==> src/rtl/multi_digit_bcd_counter.sv <==
// multi_digit_bcd_counter: debounced push-button driven N-digit BCD up/down counter
// with wrap carry pulse and a multiplexed seven-segment display driver.
module multi_digit_bcd_counter #(
   parameter int N_DIGITS        = 4,
   parameter int DEBOUNCE_CYCLES = 1000000,
   parameter int SCAN_CYCLES     = 50000
) (
   input  logic                  clk,
   input  logic                  rst,
   input  logic                  btn,
   input  logic                  up_dn,
   input  logic                  en,
   output logic [4*N_DIGITS-1:0] bcd,
   output logic                  carry,
   output logic [6:0]            seg,
   output logic [N_DIGITS-1:0]   an
);
   localparam int DW = $clog2(DEBOUNCE_CYCLES);
   localparam int SW = $clog2(SCAN_CYCLES);
   localparam int IW = N_DIGITS > 1 ? $clog2(N_DIGITS) : 1;

   logic [1:0]            sync_q;
   logic                  filt_q, filt_d, filt_prev_q;
   logic [DW-1:0]         db_cnt_q, db_cnt_d;
   logic                  db_hit, req;
   logic [4*N_DIGITS-1:0] bcd_q, bcd_d;
   logic                  carry_q, wrap, c;
   logic [3:0]            dig, cur;
   logic [SW-1:0]         scan_q, scan_d;
   logic                  scan_wrap;
   logic [IW-1:0]         idx_q, idx_d;

   always_comb begin
      db_hit   = sync_q[1] != filt_q && db_cnt_q == DW'(DEBOUNCE_CYCLES - 1);
      filt_d   = db_hit ? sync_q[1] : filt_q;
      db_cnt_d = (sync_q[1] == filt_q || db_hit) ? '0 : db_cnt_q + 1'b1;
      req      = filt_q & ~filt_prev_q & en;
   end

   // Ripple carry/borrow through the digits; c left set after the last digit means wrap.
   always_comb begin
      c     = 1'b1;
      dig   = '0;
      bcd_d = bcd_q;
      for (int i = 0; i < N_DIGITS; i++) begin
         dig = bcd_q[4*i +: 4];
         if (c) begin
            bcd_d[4*i +: 4] = up_dn ? (dig >= 4'd9 ? 4'd0 : dig + 4'd1)
                                    : ((dig == 4'd0 || dig > 4'd9) ? 4'd9 : dig - 4'd1);
            c = up_dn ? dig >= 4'd9 : dig == 4'd0;
         end
      end
      wrap = c;
   end

   always_comb begin
      scan_wrap = scan_q == SW'(SCAN_CYCLES - 1);
      scan_d    = scan_wrap ? '0 : scan_q + 1'b1;
      idx_d     = scan_wrap ? (idx_q == IW'(N_DIGITS - 1) ? '0 : idx_q + 1'b1) : idx_q;
   end

   always_ff @(posedge clk or negedge rst) begin
      if (!rst) begin
         sync_q      <= '0;
         filt_q      <= 1'b0;
         filt_prev_q <= 1'b0;
         db_cnt_q    <= '0;
         bcd_q       <= '0;
         carry_q     <= 1'b0;
         scan_q      <= '0;
         idx_q       <= '0;
      end else begin
         sync_q      <= {sync_q[0], btn};
         filt_q      <= filt_d;
         filt_prev_q <= filt_q;
         db_cnt_q    <= db_cnt_d;
         if (req) bcd_q <= bcd_d;
         carry_q     <= req & wrap;
         scan_q      <= scan_d;
         idx_q       <= idx_d;
      end
   end

   always_comb begin
      cur = '0;
      an  = '0;
      for (int i = 0; i < N_DIGITS; i++) begin
         an[i] = idx_q == IW'(i);
         if (idx_q == IW'(i)) cur = bcd_q[4*i +: 4];
      end
   end

   always_comb begin
      case (cur)
         4'd0:    seg = 7'b0111111;
         4'd1:    seg = 7'b0000110;
         4'd2:    seg = 7'b1011011;
         4'd3:    seg = 7'b1001111;
         4'd4:    seg = 7'b1100110;
         4'd5:    seg = 7'b1101101;
         4'd6:    seg = 7'b1111101;
         4'd7:    seg = 7'b0000111;
         4'd8:    seg = 7'b1111111;
         4'd9:    seg = 7'b1101111;
         default: seg = 7'b0000000;
      endcase
   end

   assign bcd   = bcd_q;
   assign carry = carry_q;
endmodule

==> config.mk <==
export PLATFORM = sky130hd
export DESIGN_NAME = multi_digit_bcd_counter
export DESIGN_NICKNAME = d
export VERILOG_FILES = /design/src/rtl/multi_digit_bcd_counter.sv
export SDC_FILE = /design/constraint.sdc
export NUM_CORES = 1
export LEC_CHECK = 0
export CAP_MARGIN = 20
export CELL_PAD_IN_SITES_DETAIL_PLACEMENT = 0
export CELL_PAD_IN_SITES_GLOBAL_PLACEMENT = 2
export CORE_MARGIN = 1
export CORE_UTILIZATION = 34
export CTS_BUF_LIST = sky130_fd_sc_hd__clkbuf_4 sky130_fd_sc_hd__clkbuf_8
export CTS_CLUSTER_DIAMETER = 50
export DETAILED_ROUTE_END_ITERATION = 10
export PLACE_DENSITY_LB_ADDON = 0.1
export SYNTH_ARGS = -nofsm -noshare
export SYNTH_HDL_FRONTEND = slang
export SYNTH_SLANG_ARGS = --single-unit
==> constraint.sdc <==
create_clock -name clk -period 2 [get_ports clk]
set_input_delay 0.2 -clock clk [delete_from_list [all_inputs] [get_ports clk]]
set_output_delay 0.2 -clock clk [all_outputs]
set_load 0.01 [all_outputs]
==> results of run 1 <==
==> cell usage after synthesis (all sizes together), types with 3 or more instances <==
library cell,instances,area share (%)
mux2i,6,1.6
dfrtp,59,38
buf,11,1.6
a22oi,5,1.1
clkbuf,6,0.58
a22o,3,0.68
nand2b,3,0.49
ha,24,7.8
nand4b,3,0.68
a31oi,5,0.97
a21boi,3,0.58
nor2,52,5.1
xnor2,17,3.9
and3,7,1.1
nand3,23,3.0
o22ai,3,0.49
xor2,16,3.6
o21ai,39,5.1
nor3,13,1.8
inv,25,2.4
nor4b,4,0.91
or3b,3,0.68
mux2,4,1.2
nor2b,6,0.97
a21oi,18,2.3
and4,3,0.68
nand2,34,3.3
nand4,7,1.1
nor3b,4,0.91
nor4,6,1.4
==> cells in the final DEF, fill, tap and decap left out, types with 11 or more instances in the layout <==
cell	synthesis	final
inv_1	24	19
nand3_1	23	21
nor3_1	12	11
o21ai_0	38	20
nand2_1	34	34
xnor2_1	17	17
nor2_1	51	51
ha_1	24	15
o21ai_1	0	13
dfrtp_1	59	57
buf_6	1	21
buf_4	0	59
clkdlybuf4s50_1	0	22
xor2_1	16	16
==> report_power, final <==
group	internal, mW	total, mW	switching (mW)
combinational	0.0375	0.102	0.0649
sequential	1.20	1.21	0.00547
clock	0.951	1.45	0.496
total	2.19	2.75	0.566
==> logic make-up (layout without fill, tap and decap cells) <==
| logic type | count (synthesis) | after routing | share of synthesized area, % |
|---|---|---|---|
| xor+xnor | 33 | 33 | 7.48 |
| fa+ha+maj | 24 | 24 | 7.77 |
| buf+inv | 42 | 154 | 4.57 |
| compound gates | 94 | 94 | 15.7 |
| simple gates | 175 | 175 | 23.5 |
| mux | 10 | 10 | 2.72 |
| flops | 59 | 59 | 38.2 |
==> worst max-delay path: cells and delay by family (launching register included) <==
kind	cells	cell delay, ps
compound gates	4	500
flops	1	400
fa+ha+maj	1	200
mux	1	310
buf+inv	4	510
==> area by class of cell <==
| cell class | count | area, sq um | share of cell area, % |
|---|---|---|---|
| Multi-Input combinational cell | 336 | 2520 | 45.5 |
| Sequential cell | 59 | 1480 | 26.8 |
| Timing Repair Buffer | 113 | 993 | 18.0 |
| Tap cell | 140 | 175 | 3.17 |
| Clock inverter | 7 | 140 | 2.54 |
| Clock buffer | 9 | 124 | 2.24 |
| Inverter | 25 | 98.8 | 1.79 |
==> registers in the layout (all words and copies together), names as in the netlist <==
signal       flops
filt_prev_q      1
carry            1
filt_q           1
scan_q          16
sync_q           2
idx_q            2
db_cnt_q        20
bcd             16
==> stage by stage <==
stage               hold slack [ps]  instances  util (%)  instance area, sq um
detailed placement              165        651      44.1                  4820
CTS                             283        685      49.4                  5400
floorplan                     -95.6        437         -                  3960
global route                    304        689      50.5                  5530
finish                          300        689      50.5                  5530
global placement                182        651      44.1                  4820
==> timing repair <==
action,in CTS,in global routing
gates resized for setup,82,31
buffers inserted,18,5
hold buffers,1,0
pin swaps,17,13
cloned,1,0
endpoints found under the hold margin,13,0
setup endpoints to repair,19,22
==> worst paths after layout <==
check / start / cells past startpoint / end / slack [ps]
hold reg to reg: sync_q[0]$_DFF_PN0_ / 0 / sync_q[1]$_DFF_PN0_ / 350
setup reg to reg: bcd[5]$_DFFE_PN0P_ / 12 / bcd[11]$_DFFE_PN0P_ / -100
setup / recovery: idx_q[1]$_DFFE_PN0N_ / 10 / seg[0] / -450
min in group asynchronous: rst / 2 / carry$_DFF_PN0_ / 340
max in group asynchronous: rst / 3 / idx_q[0]$_DFFE_PN0N_ / 1090
hold / removal: btn / 1 / sync_q[0]$_DFF_PN0_ / 300
==> routing by layer <==
metal,track usage [%],part of all wire (%),vias up
met4,6.37,1.8,0
met3,2.89,2.9,17
met2,30.2,49,41
li1,-,-,1754
met5,0,0,-
met1,22.1,46,1636
==> summary.md, run 1 <==
| Metric | Value |
|---|---|
| Fillers | 1041 |
| Flop and latch count out of synthesis | 59 |
| Avg Vias per Cell | 5.00 |
| Syn Area/Cell | 8.84 sq um |
| Async S/R FF share, synth | 100% |
| Layout Skew | 9.68 ps |
| Core ar. | 0.0109 sq mm |
| Count of final hold-check violations | 0 |
| Yosys cell types | 63 |
| DIE AREA | 0.0118 sq mm |
| I/O Buffers | 32 |
| Routed WL | 9400 microns |
| Fmax | 408 MHz |
| Maxcap violations | 0 |
| CP max-delay cell | dfrtp_1 |
| Sequential cell area fraction in the yosys report | 38.2% |
| Grt total ovfl | 0 |
| Post-synthesis cell area | 0.00386 sq mm |
| Synthesis Warnings | 0 |
| Vias in the first global route | 3401 |
| Peak supply drop | 0.527 mV |
| Required time of the critical path | 1800 ps |
| Cell count after synthesis | 437 |
| Num rows | 38 |
| Later-pin clock latency in the skew report | 340 ps |
| Worst-margin pin slew | 470 ps |
| WP data arrival | 2250 ps |
| Worst-path clk slew | 60 ps |
| Die X | 109 microns |
| Ys flop type | dfrtp_1 |
| Layout area overhead | 43.0% |
| Io pins | 33 |
| First-pass GRT wire length | 16200 microns |
| Failing checks | setup timing |
| 1st-pass router iterations | 4 |
| Status | complete, but fails checks |
| Critical path type | flop to primary output |
| Die height | 109 microns |
| Largest net degree at the start of global routing | 33 |
| Cell mode on critical path | buf_6 |
| Root buf cell | clkbuf_8 |
| Hpwl dp | 6490 microns |
| Starting Density | 35.3% |
| Hold crit path type | input port to flop |
| Vias post-DR | 3448 |
| Total Power | 2.75 mW |
| Relative slew slack | 68.4% |
| Wire per inst | 13.6 microns |
| TritonCTS Buffers | 9 |
| Max Transition Viols Final | 0 |
| Final setup TNS | -3400 ps |
| EDFF count, synth | 0 |
| Post-synth net total | 466 |
| Drt initial violations | 119 |
| Setup crit end kind | primary output |
| Pwr per Cell Area | 498 mW/mm^2 |
| Startpoint types | flop |
| Final nets | 573 |
| CTS tree | yes |
| DRC viols | 0 |
| GRT Resource Usage Total | 17.6% |
| CP Cell Sequence | inv_2, ha_4, buf_6, a21oi_2, o21ai_1, a22oi_2, buf_4, mux2_4, o21ai_4, buf_6 |
| Endpoints failing setup | 17 |
| Maximum clock path buffer count | 2 |
| Worst slack, placed | -618 ps |
| Detail Route Antenna Nets | 0 |
| CP peak stage delay | 400 ps |
| Initial antenna violation count | 0 |
| Leak | 2.37 nW |
| Number of antenna diodes | 0 |
| Max H-tree Level | 3 |
| Clk sinks | 59 |
| RSZ-0062 raised after global routing | true |
| Minimum clock period after layout | 2450 ps |
| Crit path max fanout | 6 |
| Layout cell share with drive strength beyond 1 | 31.3% |
| Period utilization | 123% |
| Final worst setup slack | -451 ps |
| GPL Wtd Cong | 0.757 |
No activity file was read; power rests on OpenSTA's default activity.
==> run 2, diff against run 1 <==
--- a/config.mk
+++ b/config.mk
@@ -13,6 +13,7 @@
 export CTS_BUF_LIST = sky130_fd_sc_hd__clkbuf_4 sky130_fd_sc_hd__clkbuf_8
 export CTS_CLUSTER_DIAMETER = 50
 export DETAILED_ROUTE_END_ITERATION = 10
+export GPL_ROUTABILITY_DRIVEN = 0
 export PLACE_DENSITY_LB_ADDON = 0.1
 export SYNTH_ARGS = -nofsm -noshare
 export SYNTH_HDL_FRONTEND = slang
==> results of run 2 <==
No change in the layout: final DEF, timing and power equal those of run 1.
==> run 3, diff against run 2 <==
--- a/config.mk
+++ b/config.mk
@@ -5,16 +5,17 @@
 export SDC_FILE = /design/constraint.sdc
 export NUM_CORES = 1
 export LEC_CHECK = 0
+export ABC_CLOCK_PERIOD_IN_PS = 2000
 export CAP_MARGIN = 20
 export CELL_PAD_IN_SITES_DETAIL_PLACEMENT = 0
 export CELL_PAD_IN_SITES_GLOBAL_PLACEMENT = 2
 export CORE_MARGIN = 1
 export CORE_UTILIZATION = 34
 export CTS_BUF_LIST = sky130_fd_sc_hd__clkbuf_4 sky130_fd_sc_hd__clkbuf_8
-export CTS_CLUSTER_DIAMETER = 50
 export DETAILED_ROUTE_END_ITERATION = 10
 export GPL_ROUTABILITY_DRIVEN = 0
 export PLACE_DENSITY_LB_ADDON = 0.1
+export SETUP_SLACK_MARGIN = 0.3
 export SYNTH_ARGS = -nofsm -noshare
 export SYNTH_HDL_FRONTEND = slang
 export SYNTH_SLANG_ARGS = --single-unit
==> summary.md, run 3 (same netlist as run 1, synthesis figures left out) <==
| Metric | Value |
|---|---|
| Status | complete, but fails checks |
| Failing checks | setup timing |
| Setup crit end kind | primary output |
| Top sig layer | met4 |
| Root buf cell | clkbuf_8 |
| Final setup TNS | -4170 ps |
| Endpoints failing setup | 17 |
| Core ar. | 0.0109 sq mm |
| R2R Setup Slk | -130 ps |
| RSZ-0062 raised after global routing | true |
| Reg2reg path depth | 11 |
| Met1 Wirelength | 4480 microns |
| Io pins | 33 |
| First-pass GRT wire length | 17100 microns |
| Worst-path clk slew | 70 ps |
| Commonest non-fill, non-tap cells in the layout | buf_4 (68), dfrtp_1 (53), nor2_1 (51) |
| Required time of the critical path | 1800 ps |
| Worst slack, placed | -633 ps |
| Later-pin clock latency in the skew report | 340 ps |
| Max Transition Viols Final | 0 |
| Starting Density | 35.3% |
| Layout cell share with drive strength beyond 1 | 38.6% |
| Hold crit path type | input port to flop |
| Layout area overhead | 51.2% |
| WP data arrival | 2310 ps |
| Max H-tree Level | 3 |
| DRC viols | 0 |
| Num rows | 38 |
| Routed WL | 10200 microns |
| Fmax | 399 MHz |
| Minimum clock period after layout | 2510 ps |
| Layout Skew | 9.39 ps |
| Routed wl met3 | 288 microns |
| Top reg by flops | db_cnt_q |
| Leak | 2.59 nW |
| CP peak stage delay | 440 ps |
| Wire length on met2 | 5350 microns |
| Initial antenna violation count | 0 |
| Grt total ovfl | 0 |
| Final core occ | 53.4% |
| Vias in the first global route | 3517 |
| Maxcap violations | 0 |
| Crit path max fanout | 7 |
| Final nets | 592 |
| Largest register FFs | 20 |
| Hpwl dp | 6800 microns |
| Hold path startpoint | btn |
| Reg-to-reg endpoint | bcd[15]$_DFFE_PN0P_ |
| Fillers | 1037 |
| Hold path cells | 1 |
| Count of final hold-check violations | 0 |
| Relative slew slack | 44.5% |
| Clk sinks | 59 |
| RR Startpoint | bcd[5]$_DFFE_PN0P_ |
| Vias post-DR | 3572 |
| Peak supply drop | 0.269 mV |
| Worst-margin pin slew | 833 ps |
| Die height | 109 microns |
| CP max-delay cell | dfrtp_2 |
| Drt initial violations | 191 |
| Pwr per Cell Area | 416 mW/mm^2 |
| Maximum clock path buffer count | 2 |
| Largest net degree at the start of global routing | 33 |
| CTS tree | yes |
| Hold Path End | sync_q[0]$_DFF_PN0_ |
| Smallest hold slack | 301 ps |
| Startpoint types | flop |
| Number of antenna diodes | 0 |
| Wire per inst | 14.4 microns |
| Avg Vias per Cell | 5.05 |
| Die X | 109 microns |
| TritonCTS Buffers | 9 |
| Total Power | 2.43 mW |
| Detail Route Antenna Nets | 0 |
| CP Cell Sequence | buf_12, ha_4, nor2b_2, a221oi_2, buf_4, o31ai_4, a21boi_2, o21ba_4, buf_6 |
| I/O Buffers | 32 |
| GRT Resource Usage Total | 18.6% |
| Commonest non-fill, non-tap cell in the layout | buf_4 |
| Period utilization | 125% |
| Critical path type | flop to primary output |
| DIE AREA | 0.0118 sq mm |
| 1st-pass router iterations | 4 |
| Final worst setup slack | -506 ps |
run 3: changes by cell type in the layout (fill, tap and decap cells not counted), moves of 4 or more:
cell / previous run / this run
buf_4: 59 / 68
buf_6: 21 / 30
clkdlybuf4s50_1: 22 / 12
dfrtp_1: 57 / 53
dfrtp_2: 2 / 6
dlymetal6s2s_1: 0 / 5
ha_4: 7 / 11
inv_1: 19 / 14
o21ai_0: 20 / 13
o21ai_1: 13 / 17
run 3: metal layers:
layer  vias to the layer above  GRT usage (%)
met5                         -              0
met4                         0           5.02
met3                         6           4.22
met2                        46           33.1
met1                      1726           22.5
li1                       1794              -
run 3: stage by stage:
| step | instance area (sq um) | instances |
|---|---|---|
| floorplan | 4060 | 437 |
| global placement | 4890 | 649 |
| detailed placement | 4890 | 649 |
| CTS | 5640 | 700 |
| global route | 5840 | 708 |
| finish | 5840 | 708 |
run 3: area by class of cell:
cell class                 count  area (sq um)  share of cell area, %
tap                          140           175                   3.00
clock inverter                 4          50.0                  0.857
multi-input combinational    336          2680                   45.8
clock buffer                  12           153                   2.61
inverter                      25           104                   1.78
sequential                    59          1480                   25.4
timing repair buffer         132          1200                   20.5
run 3: critical path, delay by kind of cell, from the launching register on:
kind	cells	cell delay (ps)
compound gates	4	830
flops	1	440
buf+inv	3	390
fa+ha+maj	1	180
simple gates	1	130
run 3: how the worst max path moves through the flow:
| stage | startpoint | endpoint | slack (ps) | depth (start not counted) |
|---|---|---|---|---|
| after CTS | idx_q[0]$_DFFE_PN0N_ | seg[2] | -510 | 9 |
| after floorplan | idx_q[0]$_DFFE_PN0N_ | seg[0] | -110 | 10 |
| after detailed placement | idx_q[1]$_DFFE_PN0N_ | seg[0] | -630 | 10 |
| final | idx_q[0]$_DFFE_PN0N_ | seg[2] | -510 | 9 |
| after global placement | idx_q[1]$_DFFE_PN0N_ | seg[0] | -560 | 10 |
| after global routing | idx_q[0]$_DFFE_PN0N_ | seg[6] | -620 | 10 |
run 3: power breakdown:
part | leakage (nW) | switching (mW) | total (mW) | internal, mW
Clock | 0.0994 | 0.477 | 1.11 | 0.635
Sequential | 0.768 | 0.00574 | 1.21 | 1.20
Combinational | 1.73 | 0.0716 | 0.112 | 0.0401
run 3: repair_timing:
| action | CTS | global route |
|---|---|---|
| endpoints found under the hold margin | 31 | 0 |
| cloned | 1 | 0 |
| resized for setup | 128 | 36 |
| endpoints found under the setup margin | 35 | 54 |
| hold buffers | 1 | 0 |
| buffers inserted | 33 | 8 |
| pin swaps | 31 | 12 |
